--- src/rtl/axi4_lite_pkg.sv ---
// Shared types for the AXI4-Lite command master: FSM states, response codes
// and the fixed protection value driven on AW/AR.
package axi4_lite_pkg;

   typedef enum logic [2:0] {
      IDLE    = 3'd0,
      WR_REQ  = 3'd1,
      WR_RESP = 3'd2,
      RD_REQ  = 3'd3,
      RD_RESP = 3'd4,
      RSP     = 3'd5
   } state_e;

   localparam logic [1:0] RESP_OKAY   = 2'b00;
   localparam logic [1:0] RESP_SLVERR = 2'b10;
   localparam logic [1:0] RESP_DECERR = 2'b11;

   localparam logic [2:0] AXI_PROT_DEFAULT = 3'b000;

endpackage : axi4_lite_pkg

--- src/rtl/axi4_lite_master_sat_counter.sv ---
// Saturating up-counter with synchronous clear; used to measure how many
// cycles a transaction spends on the bus.
module sat_counter #(
   parameter int WIDTH = 16
) (
   input  logic             clk,
   input  logic             rst_n,
   input  logic             clear,
   input  logic             enable,
   output logic [WIDTH-1:0] count
);

   logic [WIDTH-1:0] count_q;
   logic [WIDTH-1:0] count_d;

   // NOTE: every signal assigned in always_comb gets a default first, otherwise a latch is inferred.
   always_comb begin
      count_d = count_q;
      if (clear) begin
         count_d = '0;
      end else if (enable && (count_q != {WIDTH{1'b1}})) begin
         count_d = count_q + WIDTH'(1);
      end
   end

   // NOTE: state registers use non-blocking assignments so all flops update together at the edge.
   always_ff @(posedge clk or negedge rst_n) begin
      if (!rst_n) begin
         count_q <= '0;
      end else begin
         count_q <= count_d;
      end
   end

   assign count = count_q;

endmodule : sat_counter

--- src/rtl/axi4_lite_master.sv ---
// Single-outstanding AXI4-Lite master: accepts one read or write command,
// runs it on the bus and returns the response with its cycle latency.
module axi4_lite_master
   import axi4_lite_pkg::*;
#(
   parameter int ADDR_WIDTH = 12,
   parameter int LAT_WIDTH  = 16
) (
   input  logic                  clk,
   input  logic                  rst_n,
   // command
   input  logic                  cmd_valid,
   output logic                  cmd_ready,
   input  logic                  cmd_write,
   input  logic [ADDR_WIDTH-1:0] cmd_addr,
   input  logic [31:0]           cmd_wdata,
   input  logic [3:0]            cmd_wstrb,
   // response
   output logic                  rsp_valid,
   input  logic                  rsp_ready,
   output logic                  rsp_write,
   output logic [31:0]           rsp_rdata,
   output logic [1:0]            rsp_resp,
   output logic [LAT_WIDTH-1:0]  rsp_latency,
   output logic                  busy,
   // AXI4-Lite master
   output logic [ADDR_WIDTH-1:0] m_axi_awaddr,
   output logic [2:0]            m_axi_awprot,
   output logic                  m_axi_awvalid,
   input  logic                  m_axi_awready,
   output logic [31:0]           m_axi_wdata,
   output logic [3:0]            m_axi_wstrb,
   output logic                  m_axi_wvalid,
   input  logic                  m_axi_wready,
   input  logic [1:0]            m_axi_bresp,
   input  logic                  m_axi_bvalid,
   output logic                  m_axi_bready,
   output logic [ADDR_WIDTH-1:0] m_axi_araddr,
   output logic [2:0]            m_axi_arprot,
   output logic                  m_axi_arvalid,
   input  logic                  m_axi_arready,
   input  logic [31:0]           m_axi_rdata,
   input  logic [1:0]            m_axi_rresp,
   input  logic                  m_axi_rvalid,
   output logic                  m_axi_rready
);

   state_e                state_q, state_d;
   logic                  write_q, write_d;
   logic [ADDR_WIDTH-1:0] addr_q, addr_d;
   logic [31:0]           wdata_q, wdata_d;
   logic [3:0]            wstrb_q, wstrb_d;
   logic                  aw_done_q, aw_done_d;
   logic                  w_done_q, w_done_d;
   logic [31:0]           rdata_q, rdata_d;
   logic [1:0]            resp_q, resp_d;
   logic                  lat_clear;
   logic                  lat_enable;

   always_comb begin
      state_d       = state_q;
      write_d       = write_q;
      addr_d        = addr_q;
      wdata_d       = wdata_q;
      wstrb_d       = wstrb_q;
      aw_done_d     = aw_done_q;
      w_done_d      = w_done_q;
      rdata_d       = rdata_q;
      resp_d        = resp_q;
      lat_clear     = 1'b0;
      cmd_ready     = 1'b0;
      rsp_valid     = 1'b0;
      m_axi_awvalid = 1'b0;
      m_axi_wvalid  = 1'b0;
      m_axi_bready  = 1'b0;
      m_axi_arvalid = 1'b0;
      m_axi_rready  = 1'b0;

      unique case (state_q)
         IDLE: begin
            cmd_ready = 1'b1;
            if (cmd_valid) begin
               write_d   = cmd_write;
               addr_d    = cmd_addr;
               wdata_d   = cmd_wdata;
               wstrb_d   = cmd_wstrb;
               aw_done_d = 1'b0;
               w_done_d  = 1'b0;
               lat_clear = 1'b1;
               state_d   = cmd_write ? WR_REQ : RD_REQ;
            end
         end
         WR_REQ: begin
            // AW and W complete independently; a done flag drops its valid.
            m_axi_awvalid = !aw_done_q;
            m_axi_wvalid  = !w_done_q;
            aw_done_d     = aw_done_q | m_axi_awready;
            w_done_d      = w_done_q | m_axi_wready;
            if (aw_done_d && w_done_d) begin
               state_d = WR_RESP;
            end
         end
         WR_RESP: begin
            m_axi_bready = 1'b1;
            if (m_axi_bvalid) begin
               resp_d  = m_axi_bresp;
               rdata_d = '0;
               state_d = RSP;
            end
         end
         RD_REQ: begin
            m_axi_arvalid = 1'b1;
            if (m_axi_arready) begin
               state_d = RD_RESP;
            end
         end
         RD_RESP: begin
            m_axi_rready = 1'b1;
            if (m_axi_rvalid) begin
               rdata_d = m_axi_rdata;
               resp_d  = m_axi_rresp;
               state_d = RSP;
            end
         end
         RSP: begin
            rsp_valid = 1'b1;
            if (rsp_ready) begin
               state_d = IDLE;
            end
         end
         default: state_d = IDLE;
      endcase
   end

   always_ff @(posedge clk or negedge rst_n) begin
      if (!rst_n) begin
         state_q   <= IDLE;
         write_q   <= 1'b0;
         addr_q    <= '0;
         wdata_q   <= '0;
         wstrb_q   <= '0;
         aw_done_q <= 1'b0;
         w_done_q  <= 1'b0;
         rdata_q   <= '0;
         resp_q    <= '0;
      end else begin
         state_q   <= state_d;
         write_q   <= write_d;
         addr_q    <= addr_d;
         wdata_q   <= wdata_d;
         wstrb_q   <= wstrb_d;
         aw_done_q <= aw_done_d;
         w_done_q  <= w_done_d;
         rdata_q   <= rdata_d;
         resp_q    <= resp_d;
      end
   end

   // Counting stops in RSP, so the value is frozen while the response waits.
   assign lat_enable = (state_q != IDLE) && (state_q != RSP);

   sat_counter #(
      .WIDTH (LAT_WIDTH)
   ) u_lat_cnt (
      .clk    (clk),
      .rst_n  (rst_n),
      .clear  (lat_clear),
      .enable (lat_enable),
      .count  (rsp_latency)
   );

   assign busy         = (state_q != IDLE);
   assign rsp_write    = write_q;
   assign rsp_rdata    = rdata_q;
   assign rsp_resp     = resp_q;
   assign m_axi_awaddr = addr_q;
   assign m_axi_araddr = addr_q;
   assign m_axi_wdata  = wdata_q;
   assign m_axi_wstrb  = wstrb_q;
   assign m_axi_awprot = AXI_PROT_DEFAULT;
   assign m_axi_arprot = AXI_PROT_DEFAULT;

endmodule : axi4_lite_master

--- config.mk ---
export PLATFORM = sky130hd
export DESIGN_NAME = axi4_lite_master
export DESIGN_NICKNAME = d
export VERILOG_FILES = /design/src/rtl/axi4_lite_pkg.sv /design/src/rtl/axi4_lite_master_sat_counter.sv /design/src/rtl/axi4_lite_master.sv
export SDC_FILE = /design/constraint.sdc
export NUM_CORES = 1
export LEC_CHECK = 0
export ABC_CLOCK_PERIOD_IN_PS = 2500
export CAP_MARGIN = 25
export CORE_ASPECT_RATIO = 0.8
export CORE_MARGIN = 4
export CORE_UTILIZATION = 41
export DETAILED_ROUTE_END_ITERATION = 16
export PLACE_DENSITY = 0.78
export SYNTH_ARGS = -nofsm -noshare
export SYNTH_HDL_FRONTEND = slang
export SYNTH_SLANG_ARGS = --single-unit
export TNS_END_PERCENT = 100
--- constraint.sdc ---
create_clock -name clk -period 2.5 [get_ports clk]
set_input_delay 0.375 -clock clk [delete_from_list [all_inputs] [get_ports clk]]
set_output_delay 0.375 -clock clk [all_outputs]
set_load 0.01 [all_outputs]
==> summary.md <==
| Metric | Value |
|---|---|
| TritonCTS clock tree | `yes` |
| Commonest cells after routing, fill and taps aside | `clkdlybuf4s50_1, nand2_1, dfrtp_1` |
| Share of the synthesized area in the top cell type | `a little under three fifths` |
| Worst setup EP type | `output pin` |
| Final setup TNS | `0 ps` |
| Final cycle utilization of the critical path | `96.6%` |
| Synth cell types | `50` |
| Worst-Skew Late Latency | `between 300 and 400 ps` |
| Crit Path Category | `reg2out` |
| Vias in the first global route | `around 4100` |
| Min-delay worst type | `in2async` |
| Clock buffer depth | `2` |
| CP cell instances | `nor3_1 > clkdlybuf4s50_1` |
| Crit start category | `register` |
| Fin util | `between 60% and 70%` |
| Commonest non-fill, non-tap cell in the layout | `clkdlybuf4s50_1` |
| Slew Limit Headroom | `a little over three fifths` |
| DRC viols | `0` |
| Max_cap viols | `0` |
| Clock-pin transition on the worst setup and hold timing paths | `~70 ps` |
| DP HPWL | `roughly 9.7 mm` |
| Worst clock skew | `4.58 ps` |
| Final Cell Area | `between 7000 and 8000 um^2` |
| Critical Path RT | `between 2000 and 2500 ps` |
| Post-synth top area cell | `dfrtp_1` |
| FF-to-FF setup slack | `about 400 ps` |
| CTS Root Cell | `clkbuf_16` |
| CP Data Arrival Time | `2040 ps` |
| Highest clock rate | `414 MHz` |
| Synthesized area | `4530 um^2` |
| Chip Height | `just over 100 um` |
| Outcome | `finished, final reports clean` |
| Number of cell rows | `34` |
| Leakage | `~3.2 nW` |
| Pre-antenna DRT Iters | `4` |
| Unrepaired setup endpoints after global routing | `yes` |
| Area of placed instances | `between 6000 and 7000 um^2` |
| Slowest stage delay, CP | `640 ps` |
| Minimum clock period | `about 2400 ps` |
| # nets final | `around 750` |
| I/O Buffers | `about 210` |
| Routed len/inst | `between 15 and 20 um` |
| Total track usage | `20.0%` |
| Ys Warns | `0` |
| DRT iter0 DRCs | `209` |
| Post-Syn Area per Cell | `about 10 um^2` |
| Grt ovf | `0` |
| Final Setup Violations | `0` |
| Worst IR Drop VDD | `between 0.6 and 0.7 mV` |
| CTS Buf Count | `9` |
| Vias per Instance | `around 5.0` |
| Top_reg_cell synth | `dfrtp_1` |
| Worst-case hold slack | `between 20 and 30 ps` |
| Initial antenna violation count | `0` |
| Num ports | `~220` |
| Final GP Congestion | `around 0.85` |
| Mapped Cells | `between 400 and 500` |
| Ys async rst share | `100%` |
| Area grow syn2layout | `55.4%` |
| Yosys reg bits | `between 100 and 150` |
| Crit Path Max Fanout | `13` |
| Antenna-violating nets left | `0` |
| Sink Count | `around 100` |
| Worst reg2reg endpoint | `u_lat_cnt.count[2]` |
| Area of the core | `between 10000 and 15000 um^2` |
| Slew Limit Fails | `0` |
| Layout cells sized above 1 | `~6.6%` |
| Hold Vio Cnt, Final | `0` |
| DIE WIDTH | `126 um` |
| Slowest cell on crit path | `clkdlybuf4s50_1` |
| Placement Setup Slack | `between 300 and 400 ps` |
| Seq/Total Area, Yosys | `between 50% and 60%` |
| R2R cell count | `4` |
| Largest net degree at the start of global routing | `64` |
| First-pass GRT wire length | `between 20 and 25 mm` |
| PD cells | `1190 nW/um^2` |
| DR vias | `around 4000` |
| Ranking of synthesized cells by area | `dfrtp_1, nand2_1, a22o_1, buf_4, mux2i_1` |
| CTS Hold Bufs | `0` |
| Final worst slack | `83.8 ps` |
| Post-synth EDFFs | `0` |
| Diode count | `0` |
| Routed wire length | `13.2 mm` |
| Die footprint | `12800 um^2` |
| Worst r2r src | `state_q[1]` |
| Initial Utilization | `a little over two fifths` |
| CTS HTree Levels | `3` |
| Least-Margin Pin Slew | `roughly 560 ps` |
[cell type report]
| cell class | instances | area [um^2] |
|---|---|---|
| repair buffers | 222 | 2210 |
| inverters | 5 | 18.8 |
| multi-input cells | 309 | 1710 |
| clock inverters | 5 | 81.3 |
| fillers | 854 | 3810 |
| clock buffers | 10 | 239 |
| flip-flops and latches | 104 | 2600 |
| well taps | 144 | 180 |
[state kept, by name, summed over array words and instances (netlist names)]
register         flops
rsp_resp             2
u_lat_cnt.count     16
m_axi_wstrb          4
state_q              3
m_axi_araddr        12
w_done_q             1
rsp_write            1
m_axi_wdata         32
rsp_rdata           32
aw_done_q            1
[per-stage QoR]
stage / cells / total power [mW]
after floorplan: 463 / 4.69
after global placement: 784 / 6.74
after detailed placement: 784 / 6.87
after CTS: 799 / 8.42
after global routing: 799 / 8.86
final: 799 / 8.34
[Yosys cell counts (all sizes together) (2+ instances only)]
master and number:
and3 2, nand2 165, a22o 32, dfrtp 104
nor2 10, and4 5, nor3b 3, or4 6
nor3 6, a221o 2, nor4 4, a211o 3
o211ai 3, nand4 6, a21oi 10, nand3 9
mux2i 9, and2 3, inv 5, clkbuf 21
o21ai 5, buf 24, nor2b 3
[power by group]
part / total (mW) / switching, mW / internal [mW]
clock: 1.51 / 0.608 / 0.900
sequential: 2.95 / 0.561 / 2.39
combinational: 3.89 / 1.77 / 2.12
[worst max-delay path by stage]
stage,startpoint,end,slack [ps],cells past startpoint
5_1_grt,state_q[1],cmd_ready,-40,2
2_1_floorplan,u_lat_cnt.count[0],u_lat_cnt.count[11],490,6
3_5_place_dp,state_q[1],m_axi_awvalid,390,4
4_1_cts,state_q[1],m_axi_awvalid,8,4
3_3_place_gp,state_q[1],m_axi_wvalid,470,4
6_report,state_q[1],cmd_ready,80,2
[worst max-delay path, delay by kind of cell (launching register included)]
family,cells,cell delay [ps]
DFF,1,560
and+or+nand+nor,1,510
buffers and inverters,1,640
[routing by layer]
layer / global-route usage (%) / wire (um)
met5: 0 / 0
met4: 4.92 / 139
met3: 7.63 / 1220
met2: 34.6 / 6510
met1: 24.0 / 5370
[cell families (layout without fill, tap and decap cells)]
logic type / Yosys count / after routing / share of synthesized area, %
other: 1 / 6 / 0.0828
xor gates and xnor gates: 2 / 2 / 0.387
and+or+nand+nor: 227 / 227 / 22.5
buffers and inverters: 50 / 242 / 5.88
DFF: 104 / 104 / 57.5
AOI/OAI and AO/OA: 63 / 63 / 11.1
muxes: 10 / 10 / 2.24
adders and majority gates: 1 / 1 / 0.276
[what timing repair did]
item | CTS | global route
setup endpoints to repair | 0 | 4
buffers inserted | 0 | 0
resized for setup | 0 | 4
No activity file was read; power rests on OpenSTA's default activity.
